**src/rtl/trigger_link_sequencer.sv**
```systemverilog
// trigger_link_sequencer: power-up/reset sequencer for four trigger fiber transmitters
module trigger_link_sequencer #(
  parameter int PLLRST_CYCLES = 16,
  parameter int GTXRST_CYCLES = 8,
  parameter int TIMEOUT       = 4000,
  parameter int MAX_RETRIES   = 3
) (
  input  logic       clk_40,
  input  logic       reset_n,
  input  logic       enable,
  input  logic       force_reset,
  input  logic [3:0] link_mask,
  input  logic [3:0] tx_pll_locked,
  input  logic [3:0] tx_resetdone,
  input  logic [3:0] tx_sync_done,
  output logic       txpll_rst,
  output logic       gtx_tx_rst,
  output logic       trg_rst,
  output logic [3:0] link_ready,
  output logic       data_valid,
  output logic [2:0] state,
  output logic [1:0] retry_cnt,
  output logic [7:0] lock_lost_cnt,
  output logic       timeout_err
);
  typedef enum logic [2:0] {
    IDLE, PLL_RST, WAIT_LOCK, GTX_RST, WAIT_DONE, WAIT_SYNC, READY, FAULT
  } st_t;
  st_t st, nxt;
  logic [11:0] s1, s2, timer;
  logic [3:0] lock_s, done_s, sync_s;
  logic all_lock, all_done, all_sync, restart, tmo, lost;
  assign {lock_s, done_s, sync_s} = s2;
  assign all_lock = &(lock_s | link_mask);
  assign all_done = &(done_s | link_mask);
  assign all_sync = &(sync_s | link_mask);
  assign state = st;
  // two-flop synchronizers for every asynchronous status bit
  always_ff @(posedge clk_40 or negedge reset_n)
    if (!reset_n) begin
      s1 <= '0;
      s2 <= '0;
    end else begin
      s1 <= {tx_pll_locked, tx_resetdone, tx_sync_done};
      s2 <= s1;
    end
  // next state: enable low beats force_reset, which beats timeout/lock loss, which beat progress
  always_comb begin
    restart = force_reset && st != IDLE;
    tmo = st inside {WAIT_LOCK, WAIT_DONE, WAIT_SYNC} && timer == 12'(TIMEOUT - 1);
    lost = st == READY && !all_lock;
    nxt = st;
    if (!enable) nxt = IDLE;
    else if (restart) nxt = PLL_RST;
    else if (tmo) nxt = retry_cnt == 2'(MAX_RETRIES) ? FAULT : PLL_RST;
    else if (lost) nxt = PLL_RST;
    else
      case (st)
        IDLE:      nxt = PLL_RST;
        PLL_RST:   nxt = timer == 12'(PLLRST_CYCLES - 1) ? WAIT_LOCK : st;
        WAIT_LOCK: nxt = all_lock ? GTX_RST : st;
        GTX_RST:   nxt = timer == 12'(GTXRST_CYCLES - 1) ? WAIT_DONE : st;
        WAIT_DONE: nxt = all_done ? WAIT_SYNC : st;
        WAIT_SYNC: nxt = all_sync ? READY : st;
        default:   nxt = st;
      endcase
  end
  // state, timer, counters and outputs registered from the next state so they change together
  always_ff @(posedge clk_40 or negedge reset_n)
    if (!reset_n) begin
      st <= IDLE;
      timer <= '0;
      txpll_rst <= 1'b1;
      gtx_tx_rst <= 1'b1;
      trg_rst <= 1'b1;
      link_ready <= '0;
      data_valid <= 1'b0;
      retry_cnt <= '0;
      lock_lost_cnt <= '0;
      timeout_err <= 1'b0;
    end else begin
      st <= nxt;
      timer <= (nxt != st || restart) ? '0 : timer + 12'd1;
      txpll_rst <= nxt inside {IDLE, PLL_RST, FAULT};
      gtx_tx_rst <= nxt inside {IDLE, PLL_RST, WAIT_LOCK, GTX_RST, FAULT};
      trg_rst <= !(nxt inside {WAIT_SYNC, READY});
      data_valid <= nxt == READY;
      link_ready <= nxt == READY ? lock_s & ~link_mask : '0;
      timeout_err <= nxt == FAULT;
      if (!enable || restart) retry_cnt <= '0;
      else if (tmo && retry_cnt != 2'(MAX_RETRIES)) retry_cnt <= retry_cnt + 2'd1;
      else if (nxt == READY && st != READY) retry_cnt <= '0;
      if (enable && !restart && lost && lock_lost_cnt != 8'hFF) lock_lost_cnt <= lock_lost_cnt + 8'd1;
    end
endmodule

```
**config.mk**
```make
export PLATFORM = sky130hd
export DESIGN_NAME = trigger_link_sequencer
export DESIGN_NICKNAME = d
export VERILOG_FILES = /design/src/rtl/trigger_link_sequencer.sv
export SDC_FILE = /design/constraint.sdc
export NUM_CORES = 1
export LEC_CHECK = 0
export CAP_MARGIN = 20
export CORE_ASPECT_RATIO = 0.9
export CORE_MARGIN = 1.5
export CORE_UTILIZATION = 57
export DETAILED_ROUTE_END_ITERATION = 10
export PLACE_DENSITY = 0.89
export SYNTH_ARGS = -nofsm -noshare
export SYNTH_HDL_FRONTEND = slang
export SYNTH_SLANG_ARGS = --single-unit
```
**constraint.sdc**
```tcl
create_clock -name clk_40 -period 5.2 [get_ports clk_40]
set_clock_uncertainty 0.2 [all_clocks]
set_input_delay 1.04 -clock clk_40 [delete_from_list [all_inputs] [get_ports clk_40]]
set_output_delay 1.04 -clock clk_40 [all_outputs]
set_load 0.01 [all_outputs]
```
Word level (Yosys, flattened, before mapping). Index checks and enable logic that the tools add are counted.

Add/sub/neg operators: 3. Equal/unequal tests: 20. Multiplexer cells: 16. Bitwise gates (word level): 5. Reduce and logical (&&, ||, !) cells: 25.

Operators with widths (count): 3-bit 2-to-1 mux (10); 3-bit == test, second input constant (6); 3-bit one-hot mux with 6 select lines (1); 12-bit by 1-bit adder with 12-bit output, second input constant (1); 12-bit == test, second input constant (1); 12-bit by 3-bit == test with 1-bit output, second input constant (1); 12-bit by 4-bit == test with 1-bit output, second input constant (1); 3-bit by 2-bit == test with 1-bit output, second input constant (4); 12-bit 2-to-1 mux (1); 4-bit bitwise OR (3); 4-bit AND reduction (3); 3-bit nonzero test (4); 8-bit by 1-bit adder with 8-bit output, second input constant (1); 1-bit logical AND (8); 8-bit inequality test, second input constant (1); 3-bit by 1-bit == test with 1-bit output, second input constant (2); 3-bit logical NOT (2); 2-bit 2-to-1 mux (3); 5-bit nonzero test (1); 4-bit AND (1); 1-bit logical NOT (4); 4-bit 2-to-1 mux (1); 4-bit NOT (1); 3-bit inequality test (1); 6 further kinds (7).

Bits in registers: 58. Input bits: 20. Output and inout port bits: 22. Logic and storage cells: 81.

Longest topological paths before layout. Gate-level depths: netlist of the first run.

Word-level depth: 13. Depth in mapped cells: 10. Mapped depth without buffers: 9.

Worst setup path after synthesis of the first run. Ideal clock, no wire load.

Path type: in2reg. From: input link_mask[0]. To: register timer[11]. Setup time: 96 ps. Data arrival time: 2579 ps. Data required time: 4904 ps. Slack: 2325 ps. Stages: 6. Buffers on the path: 1. Path through: o22a_1 -> a21oi_1 -> o41ai_2 -> mux2_2 -> buf_6 -> nor4_2.

Cells in the longest elaborated chain, start to end: 11. Elaborated cells on any way between the ends: 19. Classes of those cells: eq/ne: 1; mux: 9; bitwise: 3; reduce/logical: 6.

RTL lines: start, declared (RTL line 12) `input logic [3:0] link_mask,`; 4-bit bitwise OR (on tied branches) (RTL line 36, 34, 35); 4-bit AND reduction (on tied branches) (RTL line 36, 34, 35); 3-bit 2-to-1 mux, or another cell as far along (RTL line 64) `WAIT_SYNC: nxt = all_sync ? READY : st;`; 3-bit one-hot mux with 6 select lines or 1-bit logical AND (tied branches) (RTL line 58, 51); 3-bit 2-to-1 mux * (RTL line 56) `else if (lost) nxt = PLL_RST;`; 3-bit 2-to-1 mux * (RTL line 55) `else if (tmo) nxt = retry_cnt == 2'(MAX_RETRIES) ? FAULT : PLL_RST;`; 3-bit 2-to-1 mux * (RTL line 54) `else if (restart) nxt = PLL_RST;`; 3-bit 2-to-1 mux * (RTL line 53) `if (!enable) nxt = IDLE;`; net nxt[2] (RTL line 29) `st_t st, nxt;`; 3-bit inequality test * (RTL line 83) `timer <= (nxt != st || restart) ? '0 : timer + 12'd1;`; 1-bit logical OR * (RTL line 83); 12-bit 2-to-1 mux * (RTL line 83); end signal, assigned (RTL line 83); end, declared (RTL line 30) `logic [11:0] s1, s2, timer;`.

The timed path passes the listed nets; every way through them passes the cells marked *. A chain may end at the register's enable or synchronous reset.

Worst setup path in the final report of the first run.
From: input link_mask[1]. To: register timer[1].

Same word-level chain as after synthesis.

==> results.md, run 1 <==
- Worst-path fanout max: 12
- Final setup vio count: 0
- Unrepaired setup endpoints after global routing: false
- Ports: 42
- Setup TNS: 0 ps
- Area contributors post-synth: dfrtp_1, nor4_2, xnor2_1
- Clk buf depth: 2
- FF-to-FF End: timer[1]
- Clock Latency Late Sink: 330 ps
- CTS tree: yes
- Gr usage total: 23.2%
- Row Count: 22
- Worst slew margin: 48.4%
- GR Overflow Total: 0
- Total die area: 4890 sq um
- Vias in the first global route: 1743
- CTS H-Tree Depth: 3
- Post-CTS sizing: 0
- Synth Register Bits: 58
- Initial antenna violation count: 0
- Clock sinks: between 50 and 60
- Synth Flop Type: dfrtp_1
- DR vias: 1758
- Final slew viol count: 0
- Min Tclk post-route: 3510 ps
- HPWL Detailed: 3140 um
- Lkg Pwr: 1.33 nW
- DRT antenna net count: 0
- Final Hold Viols: 0
- Worst EP required: 5220 ps
- Count leader, synth: dfrtp_1
- Die width: ~74 um
- Nets: approximately 270
- Setup bufs post-CTS: 0
- Status: finished, final reports clean
- Area delta synth->final: 25.9%
- Power, Total: 0.000985 W
- Post-synth top cells: dfrtp_1, xnor2_1, nand2_1
- Hold Crit Endpoint: s2[4]
- Max_cap viols: 0
- Worst Path Arrival: 3530 ps
- Crit path kind: in2reg
- Iter 0 DRT Violations: 128
- Distinct cells, synth: 49
- Syn_nets: 219
- Met2 WL post-DR: 2400 um
- Area share of the largest cell type after synthesis: 53.9%
- Hold/Removal Path Class: reg2reg
- Reg-to-reg startpoint: state[1]
- Root Buffer: clkbuf_8
- PwrDens: 306 nW/um^2
- Hold wc startpoint: s1[4]
- CP endpoint kind: flop
- Routed Wire Length: about 4800 um
- Highest metal used: met4
- YS warnings: 0
- Number of CTS-inserted buffers: 9
- Worst VDD drop: between 0.0002 and 0.0003 V
- Via/cell ratio: between 5 and 6
- Clock transition at the registers of the reported paths: 60 ps
- I/O Buffers: 41
- Avg Cell Area, Syn: 13.0 sq um
- First-pass GRT wire length: 8180 um
- Hold depth: 0
- Layout cells sized above 1: around a fifth
- # diodes: 0
- CP startpoint: link_mask[1]
- GPL Wtd Cong: just over 0.8
- Startpoint types: input pin
- Drt drc: 0
- WL/cell: between 15 and 20 um
- Sequential cell area fraction in the yosys report: 57.0%
- Yosys top cell by area: dfrtp_1
- Fmax: 0.285 GHz
- Final period util: 67.5%
- Worst slew pin tran: 766 ps
- Initial core utilization: 61.1%
- Met3 wire length: 356 um
- Met1 wire length: approximately 2000 um
- Placeable Area: ~4200 sq um
- Hold-fix buffers at CTS: 0
- Cell count of the worst reg-to-reg path: 6
- Mapped Cells: 196
- Largest net degree at the start of global routing: 59
- First drt pass iteration count: 5
- Post-synth EDFFs: 0
- Area of the mapped netlist: ~2600 sq um
- Ys async rst share: 100%
- Chip Height: 66.5 um
- Internal reg-to-reg setup slack: 2130 ps
==> worst max-delay path: stages <==
cell and delay [ps]:
clkdlybuf4s50_1 560, o22a_1 190, a21oi_1 140, o41ai_2 750
mux2_2 550, nor4b_1 280
==> routing by layer <==
| metal | vias up | global-route usage [%] |
|---|---|---|
| met4 | 0 | 9.49 |
| met1 | 849 | 28.7 |
| met5 | - | 0 |
| met3 | 9 | 8.32 |
| li1 | 818 | - |
| met2 | 82 | 36.8 |
==> flip-flops by register name (all words and copies together), names as in the netlist <==
signal and cells:
timeout_err 1, retry_cnt 2, state 3, lock_lost_cnt 8, link_ready 4, s2 12
data_valid 1, txpll_rst 1, gtx_tx_rst 1, timer 12, s1 12, trg_rst 1
==> placed cells by master, fill, tap and decap left out, types with 4 or more instances in the layout <==
master	instances
and3_1	4
clkbuf_8	11
clkdlybuf4s50_1	40
dfrtp_1	55
inv_1	4
nand2_1	14
nand3_1	6
nand4_1	6
nor2_1	9
nor3b_2	4
nor4_2	12
o22ai_1	5
xnor2_1	15
xor2_1	5
==> logic make-up after synthesis <==
| group | count (synthesis) | share of synthesized area (%) |
|---|---|---|
| AOI/OAI and AO/OA | 27 | 9.31 |
| xor gates and xnor gates | 20 | 6.86 |
| adders and majority gates | 3 | 1.47 |
| buffers and inverters | 12 | 3.18 |
| DFF | 58 | 57.0 |
| muxes | 4 | 1.67 |
| and+or+nand+nor | 72 | 20.6 |
==> layout make-up <==
cell class | instances | area [sq um]
flip-flops and latches | 58 | 1460
multi-input cells | 126 | 1020
fillers | 268 | 967
repair buffers | 43 | 420
clock buffers | 12 | 155
well taps | 60 | 75.1
clock inverters | 4 | 73.8
inverters | 5 | 18.8
==> how the worst max path moves through the flow <==
stage	end	cells past startpoint
floorplan	timer[11]	6
CTS	timer[1]	6
global route	timer[7]	7
finish	timer[1]	6
detailed placement	timer[1]	6
global placement	timer[5]	6
==> report_power, final <==
group | internal (W) | switching (W) | total (W) | leakage (nW)
clock network | 0.000296 | 0.000168 | 0.000464 | 0.117
registers | 0.000464 | 0.00000738 | 0.000471 | 0.738
logic | 0.0000237 | 0.0000266 | 0.0000503 | 0.475
total | 0.000784 | 0.000202 | 0.000985 | 1.33
==> per-stage QoR <==
stage | worst slack (ps) | hold slack (ps) | utilization, % | cells | area [sq um]
after floorplan | 2330 | 131 | - | 196 | 2550
after global placement | 1580 | 133 | 71.4 | 292 | 2990
after detailed placement | 1470 | 135 | 71.4 | 292 | 2990
after CTS | 1800 | 148 | 76.9 | 308 | 3220
after global routing | 1560 | 162 | 76.9 | 308 | 3220
final | 1690 | 144 | 76.9 | 308 | 3220
No activity file was read; power rests on OpenSTA's default activity.
==> inputs of run 2 (changes only) <==
Settings changed: CORE_UTILIZATION 57 to 47, PLACE_DENSITY 0.89 to 0.79.
Clock period 5.2 ns to 3 ns, I/O delays scaled along.
==> run 2 against run 1 <==
Effect of this change: clock-buffer cell count shrank 1; via count grew 0.68%; total power is 53% higher; sequential cell count is the same; worst hold slack worse by 47 ps; utilization is 13 points lower; clock power is 26% higher; register-to-register slack worse by 1900 ps; setup slack got worse by 1500 ps; sequential share of layout area shrank 2.0 points; largest cell class unchanged; die area increased by 20%.
==> results.md, run 2 (synthesis gave the netlist of run 1 again) <==
- Status: finished, final reports clean
- Max_cap viols: 0 (unchanged)
- Initial core utilization: 48.6% (-12 points)
- Clock transition at the registers of the reported paths: 60 ps (about the same)
- Initial antenna violation count: 0 (unchanged)
- Iter 0 DRT Violations: 99 (-23%)
- Lkg Pwr: 1.41 nW (+5.8%)
- CP endpoint kind: flop
- Die width: 80.7 um (+9.7%)
- # diodes: 0 (unchanged)
- Int Pwr: 0.00117 W (+49%)
- Logic pwr share: 6.9% (+1.8 points)
- Vias in the first global route: 1808 (+3.7%)
- Final period util: 93.8%
- Drt drc: 0 (unchanged)
- Largest registers: s1 (12), s2 (12), timer (12)
- Chip Height: 72.9 um (+9.7%)
- Largest net degree at the start of global routing: 31 (-47%)
- Worst slew margin: 55.9% (+7.6 points)
- Final slew viol count: 0 (unchanged)
- Total die area: 5890 sq um (+20%)
- Final cell count without fillers: 332 (+7.8%)
- First-pass GRT wire length: 8400 um (+2.6%)
- Worst VDD drop: 0.000372 V (+40%)
- Sw Pwr: 0.000340 W (+68%)
- Cells after DPL: 318 (+8.9%)
- Unrepaired setup endpoints after global routing: false
- Via/cell ratio: 5.33 (-6.6%)
- Sequential share of power: 54.2% (+6.4 points)
- CTS tree: yes
- Clock group share of total power: 38.9% (-8.1 points)
- Hold/Removal Path Class: in2async
- GR Overflow Total: 0 (unchanged)
- Power, Total: 0.00151 W (+53%)
- DRT antenna net count: 0 (unchanged)
- Crit path kind: in2reg
- Routed Wire Length: 4820 um (+0.19%)
- Commonest non-fill, non-tap cell in the layout: dfrtp_1
- Worst EP required: 3030 ps (-2190 ps)
- Final setup vio count: 0 (unchanged)
- DR vias: 1770 (+0.68%)
- Switching share of power: 22.6% (+2.1 points)
- Number of CTS-inserted buffers: 9 (unchanged)
- I/O Buffers: 41 (unchanged)
- First drt pass iteration count: 4 (-1)
- Gr usage total: 19.6% (-3.6 points)
- Worst Path Arrival: 2840 ps (-690 ps)
- Root Buffer: clkbuf_8
- Clock sinks: 58 (unchanged)
- CTS H-Tree Depth: 3 (unchanged)
- Most frequent cells in the layout: dfrtp_1, clkdlybuf4s50_1, buf_4, xnor2_1, nand2_1
- Final Hold Viols: 0 (unchanged)
- Row Count: 25 (+14%)
- Startpoint types: input pin
- HPWL Detailed: 3460 um (+10%)
- Hold-fix buffers at CTS: 0 (unchanged)
- Placeable Area: 5260 sq um (+26%)
- Fmax: 0.355 GHz
- PwrDens: 448 nW/um^2 (+46%)
- Layout cells sized above 1: 24.5% (+5.6 points)
- GPL Wtd Cong: 0.859 (+3.6%)
- Area delta synth->final: 31.6%
- Min Tclk post-route: 2810 ps
- Clk buf depth: 2 (unchanged)
- Clock Latency Late Sink: 330 ps (about the same)
- Worst slew pin tran: 661 ps (-105 ps)
- Nets: 285 (+7.1%)
- WL/cell: 14.5 um (-7.1%)
- Worst-path fanout max: 12 (unchanged)
- Ports: 42 (unchanged)
## run 2: worst paths after layout
| check | startpoint | slack [ps] | endpoint | cells after the start |
|---|---|---|---|---|
| max | link_mask[2] | 190 | timer[1] | 11 |
| min | reset_n | 100 | lock_lost_cnt[1] | 1 |
| max reg2reg | retry_cnt[0] | 230 | timer[1] | 8 |
| min reg2reg | s1[2] | 150 | s2[2] | 0 |
| max in group asynchronous | reset_n | 1930 | s2[8] | 2 |
| min in group clk_40 | s1[2] | 150 | s2[2] | 0 |
## run 2: per-stage QoR
stage | util, % | TNS (ps) | area, sq um | worst slack (ps) | hold WS (ps)
floorplan | - | 0 | 2550 | 290 | 104
global placement | 60.5 | -8.66 | 3180 | -5.88 | 133
detailed placement | 60.5 | -1190 | 3180 | -124 | 135
CTS | 63.5 | 0 | 3340 | 151 | 110
global route | 64.0 | 0 | 3360 | 63.0 | 135
finish | 64.0 | 0 | 3360 | 185 | 96.3
## run 2: what timing repair did
action                                  in CTS  in global routing
endpoints found under the setup margin       0                  1
resized for setup                            0                  3
buffers inserted                             0                  0
## run 2: layout make-up
class / instances / area (sq um)
fillers: 410 / 1890
flip-flops and latches: 58 / 1460
multi-input cells: 126 / 1050
repair buffers: 62 / 601
clock buffers: 11 / 141
well taps: 67 / 83.8
inverters: 5 / 18.8
clock inverters: 3 / 17.5
## run 2: power by group through the flow
stage / Combinational, W / Sequential (W) / Clock (W)
2_1_floorplan: 0.0000390 / 0.000826 / 0
3_3_place_gp: 0.000103 / 0.000828 / 0
3_5_place_dp: 0.000104 / 0.000829 / 0
4_1_cts: 0.000106 / 0.000816 / 0.000603
5_1_grt: 0.000116 / 0.000817 / 0.000651
6_report: 0.000104 / 0.000816 / 0.000586
## run 2: per-layer routing
metal / vias up / part of all wire [%] / GRT usage, %
met5: - / 0 / 0
met4: 0 / 1.5 / 8.81
met3: 8 / 4.7 / 7.38
met2: 44 / 49 / 29.9
met1: 864 / 45 / 24.9
li1: 854 / - / -
## run 2: worst max-delay path, stage by stage
cell and delay [ps]:
clkdlybuf4s50_1 550, o22a_1 210, a21oi_1 140, buf_4 170, a311oi_1 230, nand3_1 130, nand2_1 150, inv_2 60
xor2_1 160, buf_12 160, nor4b_1 280
==> inputs of run 3 (changes only) <==
Settings changed: CORE_MARGIN 1.5 to 8, CTS_CLUSTER_DIAMETER from default to 150, TNS_END_PERCENT from default to 100.
==> run 3 against run 2 <==
Effect of this change: total power up 11%; setup slack worse by 44 ps; die area is 37% higher; non-clock buffer count shrank 2; combinational power is 4% lower; clock-buffer cell count shrank 2; largest cell class unchanged; largest power group unchanged.
==> results.md, run 3 (synthesis gave the netlist of run 1 again) <==
- Largest net degree at the start of global routing: 59 (+90%)
- CTS H-Tree Depth: 3 (unchanged)
- HPWL Detailed: 3620 um (+4.4%)
- Setup bufs post-CTS: 0 (unchanged)
- Startpoint types: flop
- Chip Height: 85.9 um (+18%)
- Most frequent cells in the layout: dfrtp_1, clkdlybuf4s50_1, buf_4, xnor2_1, nand2_1
- CP endpoint kind: flop
- Worst slew margin: 53.4% (-2.5 points)
- Largest registers: s1 (12), s2 (12), timer (12)
- Layout cells sized above 1: 24.2% (-0.29 points)
- Nets: 283 (-0.70%)
- Worst VDD drop: 0.000517 V (+39%)
- Row Count: 25 (unchanged)
- Clock sinks: 58 (unchanged)
- CTS tree: yes
- Clk buf depth: 2 (unchanged)
- Status: finished, final reports clean
- Lkg Pwr: 1.41 nW (about the same)
- First drt pass iteration count: 4 (unchanged)
- Max_cap viols: 0 (unchanged)
- Final slew viol count: 0 (unchanged)
- GR Overflow Total: 0 (unchanged)
- Number of CTS-inserted buffers: 9 (unchanged)
- WL/cell: 15.7 um (+8.0%)
- Gr usage total: 13.8% (-5.7 points)
- Sw Pwr: 0.000359 W (+5.5%)
- First-pass GRT wire length: 8560 um (+2.0%)
- Sequential share of power: 48.8% (-5.4 points)
- Multi-input combinational cell area: 1020 sq um (-2.6%)
- Unrepaired setup endpoints after global routing: false
- Switching share of power: 21.5% (-1.1 points)
- PwrDens: 500 nW/um^2 (+12%)
- Placeable Area: 5260 sq um (unchanged)
- # diodes: 0 (unchanged)
- Clock transition at the registers of the reported paths: 70 ps (about the same)
- Placed cell areas: 3140 sq um (-1.3%)
- Via/cell ratio: 5.47 (+2.6%)
- Worst EP required: 3020 ps (about the same)
- Hold/Removal Path Class: reg2reg
- Worst Path Arrival: 2870 ps (+30 ps)
- Post-CTS sizing: 0 (unchanged)
- Hold-fix buffers at CTS: 0 (unchanged)
- Worst slew pin tran: 699 ps (+37.8 ps)
- Fmax: 0.350 GHz (-1.5%)
- Gr busiest metal: met2
- Logic pwr share: 6.0% (-0.9 points)
- Die width: 93.7 um (+16%)
- Total die area: 8050 sq um (+37%)
- Commonest non-fill, non-tap cell in the layout: dfrtp_1
- Vias in the first global route: 1798 (-0.55%)
- Worst-path fanout max: 7 (-5)
- Layout fillers: 419 (+2.2%)
- Ports: 42 (unchanged)
- Clock group share of total power: 45.2% (+6.3 points)
- Iter 0 DRT Violations: 110 (+11%)
- Power, Total: 0.00167 W (+11%)
- Final Hold Viols: 0 (unchanged)
- Drt drc: 0 (unchanged)
- Met3 Usage GRT: 7.42% (+0.042 points)
- GPL Wtd Cong: 0.865 (+0.68%)
- Post-route cell area: 3340 sq um (-0.60%)
- Int Pwr: 0.00131 W (+12%)
- Area delta synth->final: 30.9%
- Cell count of the worst reg-to-reg path: 8 (unchanged)
- Initial antenna violation count: 0 (unchanged)
- Initial core utilization: 48.6% (unchanged)
- Routed Wire Length: 5190 um (+7.7%)
- DR vias: 1811 (+2.3%)
- I/O Buffers: 41 (unchanged)
- DRT antenna net count: 0 (unchanged)
- Crit path kind: reg2reg
- Min Tclk post-route: 2860 ps (+43.8 ps)
- Final period util: 95.3% (+1.5 points)
- GRT met2 Usage: 21.2% (-8.6 points)
- Hold depth: 0
- GR Util met1: 15.9% (-8.9 points)
- Root Buffer: clkbuf_8
- Clock Latency Late Sink: 340 ps (about the same)
- Final setup vio count: 0 (unchanged)
- Sequential Area: 1460 sq um (unchanged)
run 3: changes by cell type in the layout (fill, tap and decap cells not counted):
cell,delta
a2111oi_4,-1
clkbuf_1,-1
nor4_4,-1
nor4_2,+1
bufinv_16,+2
clkbuf_8,-1
a2111oi_2,+1
nor4b_1,+1
nor4b_2,-1
buf_12,-2
clkinv_2,+1
run 3: layout make-up:
type / count / share of cell area, %
clock buffers: 9 / 3.71
clock inverters: 6 / 2.47
inverters: 5 / 0.561
multi-input cells: 126 / 30.5
flip-flops and latches: 58 / 43.5
well taps: 67 / 2.51
repair buffers: 60 / 16.8
run 3: power groups by stage:
stage	sequential, W	clock [W]	combinational (W)
2_1_floorplan	0.000826	0	0.0000390
3_3_place_gp	0.000828	0	0.0000993
3_5_place_dp	0.000829	0	0.000101
4_1_cts	0.000814	0.000775	0.000102
5_1_grt	0.000815	0.000819	0.000111
6_report	0.000815	0.000755	0.000100
run 3: layer usage:
layer,up-vias,routed length (um)
met5,-,0
met4,0,76
met3,11,394
met2,64,2420
met1,886,2300
li1,850,-
run 3: critical path: stages, from the launching register on:
cell and delay, ps:
dfrtp_1 460, or3b_1 440, a2111oi_4 530, nand3_1 200
o41ai_2 110, buf_4 190, buf_4 130, o21ai_0 110
o311a_1 370
run 3: worst paths after layout:
| check | startpoint | end | slack (ps) |
|---|---|---|---|
| hold / removal | s1[7] | s2[7] | 140 |
| max in group asynchronous | reset_n | state[0] | 1940 |
| setup reg to reg | timer[5] | retry_cnt[0] | 140 |
| min in group asynchronous | reset_n | lock_lost_cnt[1] | 190 |
| setup / recovery | timer[5] | retry_cnt[0] | 140 |
| hold reg to reg | s1[7] | s2[7] | 140 |
run 3: stage by stage:
step	setup WS [ps]	util, %	TNS [ps]	std cells	hold slack (ps)
2_1_floorplan	290	-	0	196	104
3_3_place_gp	-12.6	59.7	-21.3	316	132
3_5_place_dp	-59.6	59.7	-452	316	136
4_1_cts	155	63.6	0	331	146
5_1_grt	4.78	63.6	0	331	149
6_report	142	63.6	0	331	145
